**src/rtl/bsg_link_pkg.sv**
```systemverilog
// Shared definitions for the BSG source-synchronous link: word geometry and
// the beat/lane to byte mapping used by both ends of the link.
package bsg_link_pkg;

    localparam int unsigned WORD_W         = 64;
    localparam int unsigned LANE_W         = 8;
    localparam int unsigned BEATS_PER_WORD = 4;
    localparam int unsigned CNT_W          = 7;
    localparam int unsigned BEAT_W         = $clog2(BEATS_PER_WORD);
    localparam int unsigned BYTE_IDX_W     = $clog2(WORD_W / LANE_W);

    // Byte index 4*beat[1] + 2*lane + beat[0], written as a bit concatenation.
    function automatic logic [BYTE_IDX_W-1:0] lane_byte(input logic [BEAT_W-1:0] beat,
                                                        input logic              lane);
        return {beat[1], lane, beat[0]};
    endfunction

endpackage

```
**src/rtl/bsg_link_fifo.sv**
```systemverilog
// 1-write/1-read register-array FIFO; a write while full is accepted only
// when a read happens in the same cycle.
module bsg_link_fifo #(
    parameter int unsigned ELS   = 4,
    parameter int unsigned WIDTH = 64
) (
    input  logic             clk_i,
    input  logic             rst_n_i,
    input  logic             enq_i,
    input  logic [WIDTH-1:0] data_i,
    input  logic             deq_i,
    output logic [WIDTH-1:0] data_o,
    output logic             valid_o,
    output logic             full_o
);

    localparam int unsigned AW    = $clog2(ELS);
    localparam int unsigned PTR_W = AW + 1;

    logic [WIDTH-1:0] mem_q [ELS];
    logic [PTR_W-1:0] wptr_q, wptr_d;
    logic [PTR_W-1:0] rptr_q, rptr_d;
    logic             empty;
    logic             full;
    logic             wr_en;
    logic             rd_en;

    always_comb begin
        empty = (wptr_q == rptr_q);
        full  = (wptr_q[PTR_W-1] != rptr_q[PTR_W-1]) &&
                (wptr_q[AW-1:0] == rptr_q[AW-1:0]);
    end

    always_comb begin
        rd_en  = deq_i && !empty;
        wr_en  = enq_i && (!full || rd_en);
        wptr_d = wptr_q;
        rptr_d = rptr_q;
        if (wr_en) begin
            wptr_d = wptr_q + PTR_W'(1);
        end
        if (rd_en) begin
            rptr_d = rptr_q + PTR_W'(1);
        end
    end

    always_ff @(posedge clk_i) begin
        if (!rst_n_i) begin
            for (int unsigned i = 0; i < ELS; i++) begin
                mem_q[i] <= '0;
            end
            wptr_q <= '0;
            rptr_q <= '0;
        end else begin
            if (wr_en) begin
                mem_q[wptr_q[AW-1:0]] <= data_i;
            end
            wptr_q <= wptr_d;
            rptr_q <= rptr_d;
        end
    end

    always_comb begin
        data_o  = mem_q[rptr_q[AW-1:0]];
        valid_o = !empty;
        full_o  = full;
    end

endmodule

```
**src/rtl/bsg_downstream_in.sv**
```systemverilog
// Receive endpoint of the BSG link: assembles 2-byte beats into 64-bit words,
// buffers them for the core and returns one credit token per consumed word.
module bsg_downstream_in
    import bsg_link_pkg::*;
#(
    parameter int unsigned FIFO_ELS = 4
) (
    input  logic              clk,
    input  logic              rst,
    input  logic              io_valid_in,
    input  logic [LANE_W-1:0] io_data_in_ch0,
    input  logic [LANE_W-1:0] io_data_in_ch1,
    output logic              io_token_out,
    output logic              core_valid_out,
    output logic [WORD_W-1:0] core_data_out,
    input  logic              core_yumi_in,
    output logic [CNT_W-1:0]  recv_cnt,
    output logic              overflow
);

    logic [BEAT_W-1:0] beat_q, beat_d;
    logic [WORD_W-1:0] asm_q, asm_d;
    logic [CNT_W-1:0]  recv_cnt_q, recv_cnt_d;
    logic              token_q, token_d;
    logic              overflow_q, overflow_d;

    logic              enq;
    logic              deq;
    logic              fifo_valid;
    logic              fifo_full;
    logic [WORD_W-1:0] fifo_data;

    // asm_d carries the current beat merged in, so beat 3 enqueues asm_d directly.
    always_comb begin
        asm_d      = asm_q;
        beat_d     = beat_q;
        recv_cnt_d = recv_cnt_q;
        if (io_valid_in) begin
            asm_d[{lane_byte(beat_q, 1'b0), 3'b000} +: LANE_W] = io_data_in_ch0;
            asm_d[{lane_byte(beat_q, 1'b1), 3'b000} +: LANE_W] = io_data_in_ch1;
            beat_d     = beat_q + BEAT_W'(1);
            recv_cnt_d = recv_cnt_q + CNT_W'(1);
        end
    end

    always_comb begin
        enq        = io_valid_in && (beat_q == BEAT_W'(BEATS_PER_WORD - 1));
        deq        = core_yumi_in && fifo_valid;
        token_d    = deq;
        overflow_d = overflow_q || (enq && fifo_full && !deq);
    end

    always_ff @(posedge clk) begin
        if (!rst) begin
            beat_q     <= '0;
            asm_q      <= '0;
            recv_cnt_q <= '0;
            token_q    <= 1'b0;
            overflow_q <= 1'b0;
        end else begin
            beat_q     <= beat_d;
            asm_q      <= asm_d;
            recv_cnt_q <= recv_cnt_d;
            token_q    <= token_d;
            overflow_q <= overflow_d;
        end
    end

    bsg_link_fifo #(
        .ELS   (FIFO_ELS),
        .WIDTH (WORD_W)
    ) u_fifo (
        .clk_i   (clk),
        .rst_n_i (rst),
        .enq_i   (enq),
        .data_i  (asm_d),
        .deq_i   (deq),
        .data_o  (fifo_data),
        .valid_o (fifo_valid),
        .full_o  (fifo_full)
    );

    always_comb begin
        io_token_out   = token_q;
        core_valid_out = fifo_valid;
        core_data_out  = fifo_data;
        recv_cnt       = recv_cnt_q;
        overflow       = overflow_q;
    end

endmodule

```
**config.mk**
```make
export PLATFORM = sky130hd
export DESIGN_NAME = bsg_downstream_in
export DESIGN_NICKNAME = d
export VERILOG_FILES = /design/src/rtl/bsg_link_pkg.sv /design/src/rtl/bsg_link_fifo.sv /design/src/rtl/bsg_downstream_in.sv
export SDC_FILE = /design/constraint.sdc
export NUM_CORES = 1
export LEC_CHECK = 0
export CORE_UTILIZATION = 40
export DETAILED_ROUTE_END_ITERATION = 12
export GPL_TIMING_DRIVEN = 0
export PLACE_DENSITY = 0.64
export SYNTH_ARGS = -nofsm -noshare
export SYNTH_HDL_FRONTEND = slang
export SYNTH_SLANG_ARGS = --single-unit
```
**constraint.sdc**
```tcl
create_clock -name clk -period 6.3 [get_ports clk]
set_clock_uncertainty 0.15 [all_clocks]
set_input_delay 0.63 -clock clk [delete_from_list [all_inputs] [get_ports clk]]
set_output_delay 0.63 -clock clk [all_outputs]
set_load 0.05 [all_outputs]
```
==> impl_metrics.csv <==
group,metric,value,unit
grt,antenna_found_initial,0,
place,gp_congestion,0.830,
detailed_routing,route.detailed.drc,0,
grt,grt_pass1_wl,48500,µm
detailed_routing,drt_iter0_drc,610,
timing,setup_viol,0,
timing,max_slew.worst_pin.slew,1.02,ns
detailed_routing,vias,8238,
die,die_y,186,µm
yosys,synth_ff_type,"edfxtp_1",
detailed_routing,drt-total-wl,31700,µm
place,place_inst,1503,
place,dp_slack,2.62,ns
hold_path,holdPathStages,2,
yosys,synth_fp_nets,986,
clocking,cts_tree,"built",
detailed_routing,drt_pre_antenna_iters,7,
cells_and_area,fillers,2866,
hold_path,hp-start,"overflow",
clocking,clock_sinks,339,
yosys,synth_edf_count,256,
worst_setup_path,required,5.52,ns
die,ios,94,
detailed_routing,vias_per_cell,5.26,
worst_setup_path,cp_max_fo,10,
pwr,powerDensity,306,nW/µm²
worst_setup_path,regToRegEndpoint,"u_fifo.mem_q[1][28]",
cells_and_area,final_nets,1120,
pwr,p_leak,0.00549,µW
clocking,cts_resized,0,
worst_setup_path,r2r_slack,3.13,ns
grt,grt-ovfl-total,0,
worst_setup_path,r2r-start,"beat_q[1]",
timing,timing.final.max_slew_violations,0,
outcome,status,"completed",
yosys,yosysTopAreaCell,"edfxtp_1",
place,dp.final_hpwl,20800,µm
worst_setup_path,crit_path_top_delay_cell,"clkdlybuf4s50_1",
detailed_routing,antenna_left,0,
pwr,vdd.ir_drop.worst,0.000180,V
yosys,ys_seq_elements,339,
die,dieWidth,186,µm
yosys,synth_top_area_frac,0.567,
die,core-area,33400,µm²
clocking,clk_latency,0.51,ns
yosys,ys_seq_area_frac,0.690,
worst_setup_path,path_class,"flip-flop to output port",
cells_and_area,syn_to_final_growth,21.4,%
worst_setup_path,end_kind,"output port",
timing,clock.fmax,251,MHz
cells_and_area,drive_above_1_share,0.162,
yosys,synth.area.top_cells,"edfxtp_1, dfxtp_1, mux4_2",
hold_path,whs_endpoint,"overflow",
run,maxCapViolations,0,
cells_and_area,diodes,0,
yosys,syn-instance-count,958,
timing,grt_setup_unrepaired,"no",
cells_and_area,stdcell_count,1566,
yosys,yosysWarnings,0,
timing,finalCritPeriodShare,0.633,
timing,final_hold_viol_count,0,
yosys,synthArstFlopShare,0,
clocking,cts_buffers,35,
die,row_count,67,
place,io_buffers,91,
timing,fin_setup_tns,0,ns
die,initial_core_util,0.405,
grt,grt_max_degree,57,
worst_setup_path,r2r_cells,8,
yosys,syn_area,13600,µm²
clocking,clock_path_buffers,3,
timing,fin_crit,3.99,ns
clocking,post-cts-setup-buffers,0,
die,dieArea,34600,µm²
worst_setup_path,cp.arrival,3.21,ns
worst_setup_path,cp.buffers_inverters,3,
grt,grt_pass1_vias,8570,
clocking,htreeDepth,2,
detailed_routing,post_drt_wl_per_cell,20.3,µm
worst_setup_path,crit_path_max_incr_delay,0.73,ns
worst_setup_path,crit_path_start_kind,"flip-flop",
timing,relSlewSlack,0.313,
clocking,clkTransAtPathRegs,0.06,ns
timing,setup_slack,2.31,ns
clocking,root_buffer,"clkbuf_16",
hold_path,hold_class,"flip-flop to flip-flop",
worst_setup_path,crit_family,"buffers and inverters",
grt,grt_use_total,0.191,
yosys,synthDistinctLibCells,36,
worst_setup_path,cp_cell_sequence,"clkbuf_1, buf_2, mux4_2, clkdlybuf4s50_1",
yosys,synth.avg_cell_area,14.2,µm²
clocking,cts-hold-fix-buffers,0,
## cell type report
cell class | count | area (µm²) | share of cell area
sequential | 339 | 9350 | 0.568
multi-input combinational | 546 | 3890 | 0.237
clock buffer | 47 | 1060 | 0.0643
timing repair buffer | 97 | 1050 | 0.0640
tap | 448 | 561 | 0.0341
buffer | 61 | 305 | 0.0186
clock inverter | 16 | 191 | 0.0116
inverter | 12 | 45.0 | 0.00274
## state kept, by name, indices dropped and copies added (netlist names), named ones only
register / count
u_fifo.mem_q: 256
asm_q: 64
recv_cnt: 7
u_fifo.rptr_q: 3
u_fifo.wptr_q: 3
beat_q: 2
io_token_out: 1
overflow: 1
## routing by layer
metal  global-route usage  part of all wire
met1                0.253              0.42
met2                0.316              0.49
met3               0.0331             0.058
met4               0.0675             0.027
met5                    0                 0
## cell usage in the layout (no fill, tap or decap), types with 10 or more instances in the layout
cell             instances
o21ai_0                 12
edfxtp_1               256
clkbuf_16               40
or3_1                   12
nand2_1                 12
mux4_2                  64
clkbuf_1                29
buf_2                   25
nor2_4                  10
inv_1                   12
clkdlybuf4s50_1         91
a22oi_1                 56
dfxtp_1                 83
nor2_1                 318
a21oi_1                 13
## worst min-delay path: stages, from the launching register on
cell and delay (ns):
dfxtp_1 0.32, a21oi_1 0.04, nor2_1 0.07
## cells by family after synthesis
group | Yosys count | synth area share
DFF | 339 | 0.690
AOI/OAI and AO/OA | 87 | 0.0442
buffers and inverters | 73 | 0.0258
adders and majority gates | 8 | 0.00738
xor gates and xnor gates | 12 | 0.00886
muxes | 66 | 0.108
and+or+nand+nor | 373 | 0.116
## through the flow
| step | util | total power, µW | hold slack, ns | area (µm²) |
|---|---|---|---|---|
| 4_1_cts | 0.492 | 5060 | 0.340 | 16500 |
| 2_1_floorplan | - | 2740 | 0.323 | 13600 |
| 5_1_grt | 0.492 | 5180 | 0.371 | 16500 |
| 6_report | 0.492 | 5030 | 0.325 | 16500 |
| 3_5_place_dp | 0.455 | 2880 | 0.315 | 15200 |
| 3_3_place_gp | 0.449 | 2870 | 0.322 | 15000 |
## synth_stat cells, types with 3 or more instances
master / count
buf_2: 25
o21ai_0: 13
or3_1: 12
mux4_2: 64
nor2_1: 318
nor2_4: 10
nand3_1: 3
buf_6: 6
xor2_1: 6
ha_1: 8
nand2_1: 15
clkbuf_1: 25
nor3b_2: 3
edfxtp_1: 256
buf_1: 5
dfxtp_1: 83
xnor2_1: 4
a22oi_1: 56
inv_1: 12
a21oi_1: 13
## where the power goes
part	leakage [µW]	switching [µW]	internal, µW
Combinational	0.00157	233	108
Clock	0.000612	857	1350
Sequential	0.00331	20.1	2460
Total	0.00549	1110	3920
## worst max-delay path by stage
stage | endpoint | depth (start not counted)
global placement | u_fifo.mem_q[3][28] | 4
detailed placement | u_fifo.mem_q[1][18] | 7
CTS | core_data_out[13] | 4
finish | core_data_out[13] | 4
floorplan | u_fifo.mem_q[3][0] | 5
global route | core_data_out[13] | 4
No activity file was read; power rests on OpenSTA's default activity.
